<file path="config.mk">
export PLATFORM = sky130hd
export DESIGN_NAME = debug_trace_monitor
export DESIGN_NICKNAME = d
export VERILOG_FILES = /design/src/rtl/debug_trace_monitor.sv
export SDC_FILE = /design/constraint.sdc
export NUM_CORES = 1
export LEC_CHECK = 0
export ABC_CLOCK_PERIOD_IN_PS = 4590
export BUFFER_PORTS_ARGS = -buffer_cell sky130_fd_sc_hd__buf_2
export CAP_MARGIN = 20
export CELL_PAD_IN_SITES_DETAIL_PLACEMENT = 0
export CELL_PAD_IN_SITES_GLOBAL_PLACEMENT = 1
export CORE_MARGIN = 2
export CORE_UTILIZATION = 30
export DETAILED_ROUTE_END_ITERATION = 10
export PLACE_DENSITY = 0.66
export SKIP_CTS_REPAIR_TIMING = 1
export SYNTH_ARGS = -nofsm -noshare
export SYNTH_HDL_FRONTEND = slang
export SYNTH_SLANG_ARGS = --single-unit
export TNS_END_PERCENT = 30
</file>
<file path="constraint.sdc">
create_clock -name clk -period 4.59 [get_ports clk]
set_input_delay 0 -clock clk [delete_from_list [all_inputs] [get_ports clk]]
set_output_delay 0 -clock clk [all_outputs]
set_load 0.01 [all_outputs]
</file>
<file path="src/rtl/debug_trace_monitor.sv">
// -----------------------------------------------------------------------------
// debug_trace_monitor
//
// Watches the CPU core's debug interface and decides how the test ended.
// Every clock it samples the committed PC and the reg3 tap. The test ends in
// one of two ways:
//   - the PC reaches DONE_PC. The result is PASS if reg3 equals PASS_VALUE and
//     FAIL otherwise.
//   - the PC stops changing for STALL_LIMIT consecutive samples. The result is
//     FAIL with hang set.
// PASS and FAIL hold until reset. The LED is off while the test runs, steady
// on for PASS, and blinks for FAIL with a half-period of BLINK_DIV clocks.
// While the test runs, every PC change is written to a small trace FIFO that
// can be read out through the trace_* port.
//
// Build option:
//   TRACE_FIFO_EN  defined   -> the trace FIFO and its read port are built.
//                  undefined -> no FIFO storage is built. trace_empty=1,
//                               trace_valid=0, trace_data=0 and trace_ovf=0
//                               are constant, and trace_rd_en is ignored.
//
// Ports:
//   clk          in   1   system clock
//   rst_n        in   1   asynchronous active-low reset
//   debug_pc_in  in  32   committed PC from the core
//   reg3_in      in  32   core reg3 tap
//   done         out  1   sticky, test finished
//   pass         out  1   sticky, finished with reg3 == PASS_VALUE
//   fail         out  1   sticky, finished with wrong reg3 or a hang
//   hang         out  1   sticky, the failure was a PC stall
//   led          out  1   status LED
//   trace_rd_en  in   1   pop request
//   trace_data   out 32   popped PC, valid the cycle after an accepted pop
//   trace_valid  out  1   trace_data is valid this cycle
//   trace_empty  out  1   trace FIFO is empty
//   trace_ovf    out  1   sticky, a push was dropped because the FIFO was full
// -----------------------------------------------------------------------------
module debug_trace_monitor #(
   parameter logic [31:0] DONE_PC     = 32'h0000_0044,
   parameter logic [31:0] PASS_VALUE  = 32'h0000_0001,
   parameter int unsigned STALL_LIMIT = 32'd1024,
   parameter int unsigned DEPTH       = 32'd16,
   parameter int unsigned BLINK_DIV   = 32'd25_000_000
) (
   input  logic        clk,
   input  logic        rst_n,
   input  logic [31:0] debug_pc_in,
   input  logic [31:0] reg3_in,
   output logic        done,
   output logic        pass,
   output logic        fail,
   output logic        hang,
   output logic        led,
   input  logic        trace_rd_en,
   output logic [31:0] trace_data,
   output logic        trace_valid,
   output logic        trace_empty,
   output logic        trace_ovf
);

   localparam int unsigned SW = $clog2(STALL_LIMIT);
   localparam int unsigned BW = (BLINK_DIV > 32'd1) ? $clog2(BLINK_DIV) : 32'd1;
   localparam logic [SW-1:0] STALL_TOP = SW'(STALL_LIMIT - 32'd1);
   localparam logic [BW-1:0] BLINK_TOP = BW'(BLINK_DIV - 32'd1);

   typedef enum logic [1:0] {
      ST_RUN  = 2'd0,
      ST_PASS = 2'd1,
      ST_FAIL = 2'd2
   } state_t;

   state_t         state_r;
   state_t         state_nx_s;
   logic           hang_set_s;
   logic [31:0]    pc_q_r;
   logic [SW-1:0]  stall_cnt_r;
   logic [BW-1:0]  blink_cnt_r;
   logic           in_run_s;
   logic           change_s;
   logic           done_hit_s;
   logic           stall_hit_s;
   logic           done_r;
   logic           pass_r;
   logic           fail_r;
   logic           hang_r;
   logic           led_r;

   // pc_q_r starts at all ones, so the first sample after reset counts as a
   // change and is traced.
   assign in_run_s    = (state_r == ST_RUN);
   assign change_s    = (debug_pc_in != pc_q_r);
   assign done_hit_s  = (debug_pc_in == DONE_PC);
   assign stall_hit_s = (stall_cnt_r == STALL_TOP) && !change_s;

   // FSM state register
   always_ff @(posedge clk or negedge rst_n) begin
      if (!rst_n) begin
         state_r <= ST_RUN;
      end else begin
         state_r <= state_nx_s;
      end
   end

   // Next-state logic. Reaching DONE_PC takes priority over a hang on the same edge.
   always_comb begin
      state_nx_s = state_r;
      hang_set_s = 1'b0;
      case (state_r)
         ST_RUN: begin
            if (done_hit_s) begin
               if (reg3_in == PASS_VALUE) begin
                  state_nx_s = ST_PASS;
               end else begin
                  state_nx_s = ST_FAIL;
               end
            end else if (stall_hit_s) begin
               state_nx_s = ST_FAIL;
               hang_set_s = 1'b1;
            end else begin
               state_nx_s = ST_RUN;
            end
         end
         ST_PASS: state_nx_s = ST_PASS;
         ST_FAIL: state_nx_s = ST_FAIL;
         default: state_nx_s = ST_RUN;
      endcase
   end

   // PC sample and stall counter; both are frozen once the test has ended
   always_ff @(posedge clk or negedge rst_n) begin
      if (!rst_n) begin
         pc_q_r      <= 32'hFFFF_FFFF;
         stall_cnt_r <= {SW{1'b0}};
      end else if (in_run_s) begin
         pc_q_r <= debug_pc_in;
         if (change_s) begin
            stall_cnt_r <= {SW{1'b0}};
         end else if (stall_cnt_r != {SW{1'b1}}) begin
            stall_cnt_r <= stall_cnt_r + SW'(1'b1);
         end
      end
   end

   // Registered status flags, taken from the next state so they appear one cycle after the deciding sample
   always_ff @(posedge clk or negedge rst_n) begin
      if (!rst_n) begin
         done_r <= 1'b0;
         pass_r <= 1'b0;
         fail_r <= 1'b0;
         hang_r <= 1'b0;
      end else begin
         done_r <= (state_nx_s != ST_RUN);
         pass_r <= (state_nx_s == ST_PASS);
         fail_r <= (state_nx_s == ST_FAIL);
         hang_r <= hang_r | hang_set_s;
      end
   end

   // LED driver: off while running, steady on for pass, blinks for fail starting lit
   always_ff @(posedge clk or negedge rst_n) begin
      if (!rst_n) begin
         led_r       <= 1'b0;
         blink_cnt_r <= {BW{1'b0}};
      end else if (state_r == ST_RUN) begin
         blink_cnt_r <= {BW{1'b0}};
         led_r       <= (state_nx_s != ST_RUN);
      end else if (state_r == ST_PASS) begin
         led_r <= 1'b1;
      end else if (blink_cnt_r == BLINK_TOP) begin
         led_r       <= ~led_r;
         blink_cnt_r <= {BW{1'b0}};
      end else begin
         blink_cnt_r <= blink_cnt_r + BW'(1'b1);
      end
   end

   assign done = done_r;
   assign pass = pass_r;
   assign fail = fail_r;
   assign hang = hang_r;
   assign led  = led_r;

`ifdef TRACE_FIFO_EN
   localparam int unsigned AW = $clog2(DEPTH);

   logic [31:0] mem_r [DEPTH];
   logic [AW:0] wr_ptr_r;
   logic [AW:0] rd_ptr_r;
   logic [AW:0] wr_ptr_nx_s;
   logic [AW:0] rd_ptr_nx_s;
   logic        empty_s;
   logic        full_s;
   logic        push_s;
   logic        pop_s;
   logic        push_ok_s;
   logic        drop_s;
   logic [31:0] trace_data_r;
   logic        trace_valid_r;
   logic        trace_empty_r;
   logic        trace_ovf_r;

   // The pointers carry one extra wrap bit so that full and empty can be told apart.
   assign empty_s   = (wr_ptr_r == rd_ptr_r);
   assign full_s    = (wr_ptr_r[AW] != rd_ptr_r[AW]) &&
                      (wr_ptr_r[AW-1:0] == rd_ptr_r[AW-1:0]);
   assign push_s    = in_run_s && change_s;
   assign pop_s     = trace_rd_en && !empty_s;
   // A pop on the same edge frees a slot, so a push into a full FIFO is kept.
   assign push_ok_s = push_s && (!full_s || pop_s);
   assign drop_s    = push_s && full_s && !pop_s;

   // Next pointer values
   always_comb begin
      wr_ptr_nx_s = wr_ptr_r;
      rd_ptr_nx_s = rd_ptr_r;
      if (push_ok_s) begin
         wr_ptr_nx_s = wr_ptr_r + {{AW{1'b0}}, 1'b1};
      end else begin
         wr_ptr_nx_s = wr_ptr_r;
      end
      if (pop_s) begin
         rd_ptr_nx_s = rd_ptr_r + {{AW{1'b0}}, 1'b1};
      end else begin
         rd_ptr_nx_s = rd_ptr_r;
      end
   end

   // Trace storage. When the FIFO is full, the slot read on this edge is the
   // slot written on this edge, and the read returns the old entry.
   always_ff @(posedge clk) begin
      if (push_ok_s) begin
         mem_r[wr_ptr_r[AW-1:0]] <= debug_pc_in;
      end
   end

   // FIFO pointers, read port and status flags
   always_ff @(posedge clk or negedge rst_n) begin
      if (!rst_n) begin
         wr_ptr_r      <= {(AW+1){1'b0}};
         rd_ptr_r      <= {(AW+1){1'b0}};
         trace_data_r  <= 32'h0000_0000;
         trace_valid_r <= 1'b0;
         trace_empty_r <= 1'b1;
         trace_ovf_r   <= 1'b0;
      end else begin
         wr_ptr_r      <= wr_ptr_nx_s;
         rd_ptr_r      <= rd_ptr_nx_s;
         trace_valid_r <= pop_s;
         trace_empty_r <= (wr_ptr_nx_s == rd_ptr_nx_s);
         trace_ovf_r   <= trace_ovf_r | drop_s;
         if (pop_s) begin
            trace_data_r <= mem_r[rd_ptr_r[AW-1:0]];
         end
      end
   end

   assign trace_data  = trace_data_r;
   assign trace_valid = trace_valid_r;
   assign trace_empty = trace_empty_r;
   assign trace_ovf   = trace_ovf_r;
`else
   logic unused_rd_en_s;

   assign unused_rd_en_s = trace_rd_en;
   assign trace_data     = 32'h0000_0000;
   assign trace_valid    = 1'b0;
   assign trace_empty    = 1'b1;
   assign trace_ovf      = 1'b0;
`endif

endmodule
</file>
==> flow_results.org <==
** Layout
- Final Cell Area :: 5410 um^2
- The repair_antennas step left the layout with diodes totalling 0.
- The layout has 1480 filler cells.
- Final Net Count :: 664
- Fraction of final layout cells with drive strength greater than 1 :: a little over a fifth
- Area Growth Syn to Fin :: 23.4%

** Yosys
- Number of enable-type register cells in the synthesized netlist :: 0
- Sorting the synthesized cells by area gives the leading types as dfrtp_1 (24%), dfstp_2 (19%), nand2_1 (11%).
- Fraction of the yosys area taken by sequential cells :: 43.1%
- During synthesis, Yosys emitted a total of 0 warnings.
- Counting flops with an async set or reset pin after synthesis yields a share of 100%.
- Leading area contributor after synthesis :: dfrtp_1
- The synthesized design devotes to its leading area cell type 24.0% of total area.
- Average cell area after synthesis :: approximately 8.7 um^2
- Mapped Area :: around 4400 um^2
- The synthesized design contains 74 register bits.
- Dominant synthesized flop cell :: dfrtp_1
- Distinct cell type count of the synthesized netlist :: 51
- Count of mapped cells out of synthesis :: around 500

** Floorplan
- After floorplanning, the core was sized to cover 14400 um^2.
- After floorplanning, the core was divided into 44 placement rows.
- Die Footprint :: 15600 um^2
- Starting utilization of the core area :: between 30% and 40%
- In this run the horizontal extent of the chip is 125 um.
- Y dimension of the die :: 125 um
- For this design the top-level I/O count stands at 107.

** GRT
- Global routing consumed, over all layers together, 13.7% of the routing resources.
- Via count of the first global-routing pass :: between 3000 and 4000
- The number of antenna violations at the first check in global routing came to 0.
- The first global-routing pass estimated 17.5 mm of wire.
- Total overflow reported by the global router :: 0
- Pin count of the biggest net entering global routing :: 75

** Worst setup path
- Capturing point of the worst reg2reg path :: blink_cnt_r[7]
- For this run, the slowest stage of the critical path takes 0.79 ns.
- STA puts the critical path data arrival time at 2.71 ns.
- Worst setup path class :: flop to flop
- The slowest stage of the critical path is the a31oi_4 cell.
- The signal on the critical path passes through ha_1 -> and4_1 -> and2_1 -> a31oi_4 -> a41oi_1 -> a31oi_1.
- Critical path required time :: 4.85 ns
- For flop-to-flop paths, the worst setup slack is ~2.1 ns.
- Critical path capture point type :: flop
- Of all nets on the critical path, the largest fanout is 40.
- Following the worst setup path forward leads to its endpoint at blink_cnt_r[7].
- Worst setup SP type :: flop
- Worst setup startpoint :: blink_cnt_r[0]
- Source of the worst register-to-register timing path :: blink_cnt_r[0]
- For the worst flop-to-flop path, the logic depth is 6.

** Clock network
- Counting along the longest clock path gives a buffer depth of 2.
- TritonCTS sink count :: 74
- The H-tree was split into 3 levels.
- CTS tree :: yes
- In this run, CTS created clock tree buffers numbering 9.
- The cell sitting at the root of the clock tree is a clkbuf_16.
- For the worst-skew pair, the clock arrives at the later sink with an insertion delay of between 0.3 and 0.4 ns.
- Clock-pin slew was measured on the worst setup and hold paths at 0.06 ns.

** Power
- Pwr/cell area :: 285 nW/um^2
- The worst-case IR drop observed on VDD is ~200 uV.
- LEAKAGE :: roughly 0.0023 uW

** Run status
- The run finished with clean final reports.

** Hold path
- The tightest min-delay check is of the primary input to flop type.
- HP Start :: reg3_in[8]

** STA
- Maximum clock skew at final layout :: 0.00627 ns
- Top achievable clock speed :: 0.408 GHz
- After layout, the worst path uses 53.5% of the clock period.
- Tmin final :: 2.45 ns
- The tightest hold path in the finished design has a slack of 0.249 ns.
- Setup violators final :: 0
- Actual slew at the worst max-slew pin :: 0.991 ns
- Max-slew headroom at the worst pin :: 34.0%
- The number of hold-slack violations in the final timing report was 0.
- Max-slew violation total from the final report :: 0
- Setup repair after global routing left no endpoint under its margin.
- Adding up every negative setup slack in the final design gives 0 ns.

** Drt
- The detailed router finished its first iteration with 227 violations.
- Length of the first detailed-routing pass in iterations :: 6
- After detailed routing, the total wire length is 10.8 mm.
- Dividing the detail-routed via count by the number of cells gives 4.82.
- Detailed routing inserted a total of 3775 vias.
- The detail route stage leaves a number of antenna-violating nets equal to 0.
- Detailed-route wire length per cell :: 13.8 um
- Remaining routing DRC violations :: 0

** Placed design
- Routability-driven placement finished with a final weighted congestion of 0.777.
- Post-Place Cell Area :: between 4000 and 5000 um^2
- Once detailed placement completed, the half-perimeter wirelength came to between 7 and 8 mm.
- Count of port buffers added during placement :: 70

** Flow run
- Number of maximum-capacitance violations :: 0
==> metal layers <==
metal	share of wire [%]	routed length (um)	global-route usage (%)	vias to the layer above
met5	0	0	0	-
met4	1.9	203	4.97	0
met3	3.5	385	3.65	19
met1	46	5040	17.9	1812
li1	-	-	-	1874
met2	48	5220	22.1	70
==> placed cells by master, fill, tap and decap left out, drive strengths merged, types with 14 or more instances in the layout <==
cell,n
nand2,127
buf,75
dfrtp,42
conb,35
dlygate4sd3,33
xnor2,32
dfstp,32
nand4,24
nand3,21
a31oi,19
nor4,19
a21oi,18
clkbuf,14
==> worst min path at each step <==
| stage | endpoint | depth (start not counted) | slack (ns) |
|---|---|---|---|
| after floorplan | blink_cnt_r[0] | 0 | -0.30 |
| after global placement | pc_q_r[19] | 3 | 0.22 |
| after detailed placement | pc_q_r[19] | 3 | 0.23 |
| after CTS | pc_q_r[19] | 3 | -0.14 |
| after global routing | state_r[1] | 6 | 0.29 |
| final | state_r[1] | 6 | 0.25 |
==> power breakdown <==
group	switching (uW)	internal [uW]	leakage [uW]
clock	279	503	0.000163
sequential	0	654	0.000846
combinational	56.4	50.6	0.00134
total	336	1210	0.00235
==> layout make-up <==
class | count | area, um^2 | area share, %
clock inverters | 2 | 38.8 | 0.717
inverters | 11 | 41.3 | 0.763
flip-flops and latches | 74 | 1890 | 35.0
repair buffers | 108 | 718 | 13.3
well taps | 184 | 230 | 4.25
clock buffers | 14 | 297 | 5.48
multi-input cells | 391 | 2200 | 40.6
==> logic make-up (layout without fill, tap and decap cells) <==
kind of cell / count (synthesis) / in the layout / share of synthesized area, %
xor gates and xnor gates: 33 / 33 / 6.59
other: 2 / 35 / 0.171
adders and majority gates: 2 / 2 / 0.570
DFF: 74 / 74 / 43.1
buffers and inverters: 71 / 135 / 9.70
AOI/OAI and AO/OA: 71 / 71 / 10.6
muxes: 6 / 6 / 1.40
and+or+nand+nor: 244 / 244 / 27.9
==> flip-flops by register name, indices dropped and copies added (netlist names) <==
register,flops
blink_cnt_r,25
done,1
fail,1
hang,1
led,1
pass,1
pc_q_r,32
stall_cnt_r,10
state_r,2
==> cell usage after synthesis (5+ instances only) <==
master and count:
o211ai_1 5, and2_1 7, mux2i_1 5, nand3_1 21, nand4_1 24, buf_2 10
and3_1 5, dfrtp_1 42, xnor2_1 32, and4_1 6, clkbuf_1 11, a21oi_1 18
nor4_1 16, nor3_1 6, nand2_1 127, a31oi_1 18, dfstp_2 32, buf_4 35
nor2_1 11, o21ai_0 8, inv_1 11
==> stage by stage <==
step,setup slack [ns],utilization [%],instances,power [uW]
floorplan,2.82,-,536,716
global placement,2.19,32.9,735,750
detailed placement,2.13,32.9,735,751
CTS,2.10,35.2,751,1550
global route,1.88,37.5,784,1600
finish,2.14,37.5,784,1540
==> worst max-delay path, delay by kind of cell (launching register included) <==
family | cells | cell delay [ns]
flip-flops | 1 | 0.39
adder cells (fa/ha/maj) | 1 | 0.24
AND/OR/NAND/NOR | 2 | 0.53
AO/OA/AOI/OAI | 3 | 1.21
No activity file was read; power rests on OpenSTA's default activity.
